`config.mk`:
```
export PLATFORM = sky130hd
export DESIGN_NAME = module_fetch_unit
export DESIGN_NICKNAME = d
export VERILOG_FILES = /design/src/rtl/module_fetch_unit.sv
export SDC_FILE = /design/constraint.sdc
export NUM_CORES = 1
export LEC_CHECK = 0
export ABC_CLOCK_PERIOD_IN_PS = 3000
export CORE_UTILIZATION = 38
export DETAILED_ROUTE_END_ITERATION = 12
export PLACE_DENSITY_LB_ADDON = 0.25
export RECOVER_POWER = 25
export SLEW_MARGIN = 10
export SYNTH_ARGS = -nofsm -noshare
export SYNTH_HDL_FRONTEND = slang
export SYNTH_SLANG_ARGS = --single-unit
```
`constraint.sdc`:
```
create_clock -name clk_i -period 3 [get_ports clk_i]
set_input_delay 0.3 -clock clk_i [delete_from_list [all_inputs] [get_ports clk_i]]
set_output_delay 0.3 -clock clk_i [all_outputs]
set_load 0.01 [all_outputs]
```
`src/rtl/module_fetch_unit.sv`:
```
// Instruction fetch unit: a three-state FSM (FETCH, EXEC, TRAP) that requests
// an instruction word, holds it for execute until released, then advances
// the PC sequentially or to a branch/jump target and counts retirements.
//
// Build option: define FETCH_MISALIGN_TRAP_EN to send taken branches with a
// non-word-aligned target into TRAP (left only by reset). Without it the low
// two target bits are dropped when the target is loaded and TRAP is never
// entered.
module module_fetch_unit #(
  parameter logic [31:0] RESET_PC = 32'h0000_0000
) (
  input  logic        clk_i,
  input  logic        rst_i,
  input  logic        imem_ack_i,
  input  logic [31:0] imem_rdata_i,
  input  logic        pc_src_i,
  input  logic [31:0] pc_target_i,
  input  logic        stall_i,
  output logic        imem_req_o,
  output logic [31:0] imem_addr_o,
  output logic [31:0] instr_o,
  output logic        instr_valid_o,
  output logic [31:0] pc_o,
  output logic [31:0] pc_plus4_o,
  output logic [31:0] retired_o,
  output logic        misaligned_o
);

  localparam logic [31:0] NOP_INSTR = 32'h0000_0013;

  typedef enum logic [1:0] {
    FETCH = 2'd0,
    EXEC  = 2'd1,
    TRAP  = 2'd2
  } state_t;

  state_t      state;
  logic [31:0] pc_q;
  logic [31:0] instr_q;
  logic [31:0] retired_q;
  logic [31:0] pc_plus4;
  logic [31:0] next_pc;
  logic        take_trap;

  // Clears the byte-offset bits so a loaded target is always word aligned.
  function automatic logic [31:0] word_align(input logic [31:0] addr);
    return addr & 32'hFFFF_FFFC;
  endfunction

  assign pc_plus4 = pc_q + 32'd4;

  // Next-PC selection and misaligned-target detection for the EXEC exit edge.
  always_comb begin
    take_trap = 1'b0;
`ifdef FETCH_MISALIGN_TRAP_EN
    next_pc   = pc_src_i ? pc_target_i : pc_plus4;
    take_trap = pc_src_i && (pc_target_i[1:0] != 2'b00);
`else
    next_pc   = pc_src_i ? word_align(pc_target_i) : pc_plus4;
`endif
  end

  // Fetch/execute sequencing; reset abandons any fetch or stall in progress.
  always_ff @(posedge clk_i or posedge rst_i) begin
    if (rst_i) begin
      state     <= FETCH;
      pc_q      <= RESET_PC;
      instr_q   <= NOP_INSTR;
      retired_q <= 32'd0;
    end else begin
      case (state)
        FETCH: begin
          if (imem_ack_i) begin
            instr_q <= imem_rdata_i;
            state   <= EXEC;
          end
        end
        EXEC: begin
          if (!stall_i) begin
            retired_q <= retired_q + 32'd1;
            if (take_trap) begin
              state <= TRAP;
            end else begin
              pc_q  <= next_pc;
              state <= FETCH;
            end
          end
        end
        TRAP: begin
          state <= TRAP;
        end
        default: begin
          state <= FETCH;
        end
      endcase
    end
  end

  // Request is gated by reset so nothing is issued while reset is held.
  assign imem_req_o    = (state == FETCH) && !rst_i;
  assign imem_addr_o   = pc_q;
  assign instr_o       = instr_q;
  assign instr_valid_o = (state == EXEC);
  assign pc_o          = pc_q;
  assign pc_plus4_o    = pc_plus4;
  assign retired_o     = retired_q;
`ifdef FETCH_MISALIGN_TRAP_EN
  assign misaligned_o  = (state == TRAP);
`else
  assign misaligned_o  = 1'b0;
`endif

endmodule

```
-- Word level (Yosys, flattened, before mapping)
Index checks and enable logic that the tools add are counted.
- register bits: 98
- input bits: 69
- word-level logic and storage cells: 21
- add/sub/neg operators: 2
- eq/ne operators: 4
- mux-type cells: 4
- bitwise operators: 1
- reductions and logical operators: 6
- operator list (kind ; number):
    adder 32 x 1 -> 32 bit (second input constant) ; 1
    adder 32 x 3 -> 32 bit (second input constant) ; 1
    two-way mux 32 bit ; 1
    case mux 2 bit (3 select lines) ; 1
    AND reduction 2 bit ; 3
    two-way mux 2 bit ; 2
    inequality test 2 bit (second input constant) ; 2
    equality test 2 x 1 -> 1 bit (second input constant) ; 1
    equality test 2 bit (second input constant) ; 1
    logical NOT 2 bit ; 1
    logical AND 1 bit ; 1
    logical NOT 1 bit ; 1
    inverter 1 bit ; 1

-- Logic depth before layout (Yosys ltp)
- depth in word-level cells: 3
- depth in mapped cells: 7

-- Least setup slack after synthesis
OpenSTA, ideal clock, no wires.
- kind: register to output
- start point: register pc_q[2] (netlist: imem_addr_o[2])
- end point: output port pc_plus4_o[16]
- data arrival time: 1914 ps
- required time: 2700 ps
- path slack: 786 ps
- cell stages (with the launch flop): 6
- cells stage by stage: dfrtp_1 -> ha_1 -> nand4_2 -> nor3_1 -> and3_1 -> xor2_1
- word-level cells in the longest chain between the ends: 1
- RTL lines (item ; line ; RTL):
    start, declared ; 38 ; logic [31:0] pc_q;
    start signal, assigned ; 84 ; pc_q <= next_pc;
    adder 32 x 3 -> 32 bit ; 50 ; assign pc_plus4 = pc_q + 32'd4;
    end, declared ; 24 ; output logic [31:0] pc_plus4_o,
Every way passes these cells.

-- Worst setup path in the final report
- start point: register pc_q[3] (netlist: imem_addr_o[3])
- end point: output port pc_plus4_o[30]
The elaborated chain is that of the path after synthesis.

==> summary.txt <==
crit start category - register
slowest cell on the critical path - clkdlybuf4s50_1
Die H - 118.1 um
Die Span X - 118.1 um
setup_tns - 0 ns
Clk pwr share - 23.2%
Setup Skew - 0.006107 ns
WP data arrival - 2.56 ns
Row Count - 42
initial core utilization - 38.85%
origin of the critical flop-to-flop path - state[0]
CP Capture Type - output pin
Routed WL per cell - 16.07 um
Post-Route WL - 14200 um
Hold Crit Class - reg -> reg
io pins - 232
sequential fraction of the synthesis area - 46.95%
number of buffers created by CTS - 9
PwrDens - 641.0 nW/um2
CTS Root Cell - clkbuf_16
Net Switching - 1593 uW
share of cells above drive strength 1 - 12.85%
Global Route Usage Sum - 21.05%
synthesis-stage register bit count - 96
worst-case reg-to-reg path depth - 3
mapped cell area - 5125 um2
Tcrit/Tclk final - 95.21%
Hold WS - 0.4830 ns
sequence of cells on the critical path - ha_4, nand4_2, nor4_4, buf_4, nand3_1, xnor2_1, clkdlybuf4s50_1
final core utilization - 58.78%
Avg Inst Size Synth - 10.21 um2
DP HPWL - 10250 um
Port-buffer cells - 222
Comb power frac - 39.3%
largest net degree at the start of global routing - 54
worst endpoint required time - 2.70 ns
Diodes inserted - 0
fillers - 1146
sw frac - 32.04%
Max stage delay on crit path - 0.58 ns
drt pass-1 iters - 5
r2r endpoint - instr_o[22]
H-tree depth - 3
Crit path depth - 7
initial detailed-routing violation count - 248
cell-internal power - 3378 uW
largest delay contributor family on the critical path - buffers and inverters
Worst Path Max Fanout - 6
clk slew on worst S/H paths - 0.06 ns
vias per cell - 5.169
global-route wire length before repair - 23160 um
Final Critical Period - 2.856 ns
Post-synth EDFFs - 0
hold path depth - 1
critical path class - reg -> out
Pleak - 0.003154 uW
via count - 4569
Tightest Pin Transition - 1.939 ns
Max VDD drop - 322.8 uV
Worst Path Buf+Inv - 2
status - finished with violations
post-route ant nets - 0
Max Slew Vio Count - 82
r2r setup slk - 0.55 ns
synth warn - 0
initial antenna violation count - 0
Die ar. - 13950 um2
Placeable Area - 13190 um2
dominant synthesized flop cell - dfrtp_1
async set-reset flop share out of synthesis - 100.0%
CTS tree - yes
f_max - 350.1 MHz
clock sink total - 96
RSZ-0062 raised after global routing - no
clk_lat worst skew - 0.35 ns
cell count after synthesis - 502
max_slew headroom - -29.39%
Bufs on Longest Clock Path - 2
endpoints failing setup - 0
hold wc startpoint - retired_o[4]
gr ovfl total - 0
failing checks - capacitance limit, slew limit
Synth cell types - 45
vias in the first global route - 4311
Sequential Power Share - 37.5%
DRC Markers - 0
Hold Path Sink - retired_o[4]
Final Hold Fails - 0
Nets - 775
RD Place Congestion - 0.8008
Max Cap Viol - 2
area grow syn2layout - 51.29%
overall power - 4970 uW
-- worst reg2reg max path: cells and delay by family, from the launching register on --
kind	cells	cell delay, ns
multiplexers	1	0.46
flip-flops	1	0.41
AND/OR/NAND/NOR	1	0.18
buffers and inverters	1	1.28
-- final cells by class --
type | count | area, um2 | area share (%)
Sequential cell | 96 | 2410 | 31.08
Clock buffer | 11 | 242.7 | 3.131
Inverter | 7 | 26.28 | 0.3389
Clock inverter | 4 | 55.05 | 0.7100
Timing Repair Buffer | 243 | 2384 | 30.74
Tap cell | 176 | 220.2 | 2.840
Multi-Input combinational cell | 347 | 2416 | 31.16
-- power groups by stage --
stage                     Combinational [uW]  Clock (uW)  Sequential, uW
after floorplan                          812           0            1930
after global placement                  1920           0            1850
after detailed placement                1940           0            1880
after CTS                               1950        1180            1860
after global routing                    2090        1240            1910
final                                   1950        1150            1860
-- registers in the layout (all words and copies together) (netlist names) --
signal	cells
imem_addr_o	30
instr_o	32
retired_o	32
state	2
-- cells in the final DEF, fill, tap and decap left out, types with 19 or more instances in the layout --
master / instances
buf_4: 19
nor2_1: 22
nand2_1: 35
xnor2_1: 44
mux2_2: 32
o21ai_0: 19
clkdlybuf4s50_1: 220
a21oi_1: 21
dfrtp_1: 90
nand3_1: 33
-- how the worst max path moves through the flow --
stage	startpoint	to	slack [ns]
final	imem_addr_o[3]	pc_plus4_o[30]	0.14
after global routing	imem_addr_o[3]	pc_plus4_o[30]	0.0005
after CTS	imem_addr_o[3]	pc_plus4_o[16]	0.01
after detailed placement	imem_addr_o[3]	pc_plus4_o[30]	0.14
after global placement	imem_addr_o[3]	pc_plus4_o[30]	0.19
after floorplan	rst_i	imem_addr_o[10]	0.20
-- per-stage QoR --
step	worst slack (ns)	area [um2]	cells
floorplan	0.1996	5147	508
global placement	0.1856	7357	862
detailed placement	0.1430	7357	862
CTS	0.01059	7705	881
global route	0.0005025	7754	884
finish	0.1436	7754	884
-- synth_stat cells, drive strengths merged, types with 3 or more instances --
master | n | share of area, %
a21oi | 21 | 2.1
a22oi | 5 | 0.73
a2bb2oi | 6 | 1.0
a31oi | 3 | 0.37
and3 | 15 | 1.8
and4 | 6 | 1.0
buf | 38 | 5.5
clkbuf | 20 | 1.5
dfrtp | 93 | 45
dfstp | 3 | 1.5
inv | 7 | 0.51
mux2 | 32 | 7.0
nand2 | 35 | 2.6
nand2b | 4 | 0.49
nand3 | 36 | 3.6
nand3b | 5 | 0.73
nand4 | 17 | 2.6
nor2 | 22 | 1.6
nor2b | 3 | 0.37
nor3 | 13 | 1.3
nor4 | 5 | 1.0
o21ai | 19 | 1.9
o22ai | 6 | 0.73
or4 | 9 | 1.3
xnor2 | 44 | 7.5
xor2 | 15 | 2.6
-- routing by layer --
| layer | GRT usage [%] | part of all wire (%) | vias to the layer above | wire (um) |
|---|---|---|---|---|
| li1 | - | - | 2137 | - |
| met1 | 28.39 | 44 | 2226 | 6224 |
| met2 | 32.94 | 47 | 187 | 6655 |
| met3 | 4.826 | 7.4 | 19 | 1053 |
| met4 | 7.772 | 1.9 | 0 | 268 |
| met5 | 0 | 0 | - | 0 |
-- what timing repair did --
action	in CTS	in global routing
endpoints found under the setup margin	8	16
pin swaps	2	3
hold buffers	0	0
buffers inserted	4	3
gates resized for setup	5	6
-- cells by family after synthesis --
| group | share of synthesized area (%) |
|---|---|
| AO/OA/AOI/OAI | 8.228 |
| multiplexers | 7.422 |
| flip-flops | 46.95 |
| XOR/XNOR | 10.08 |
| AND/OR/NAND/NOR | 19.26 |
| buffers and inverters | 7.495 |
| other | 0.07317 |
| adder cells (fa/ha/maj) | 0.4882 |
No activity file was read; power rests on OpenSTA's default activity.
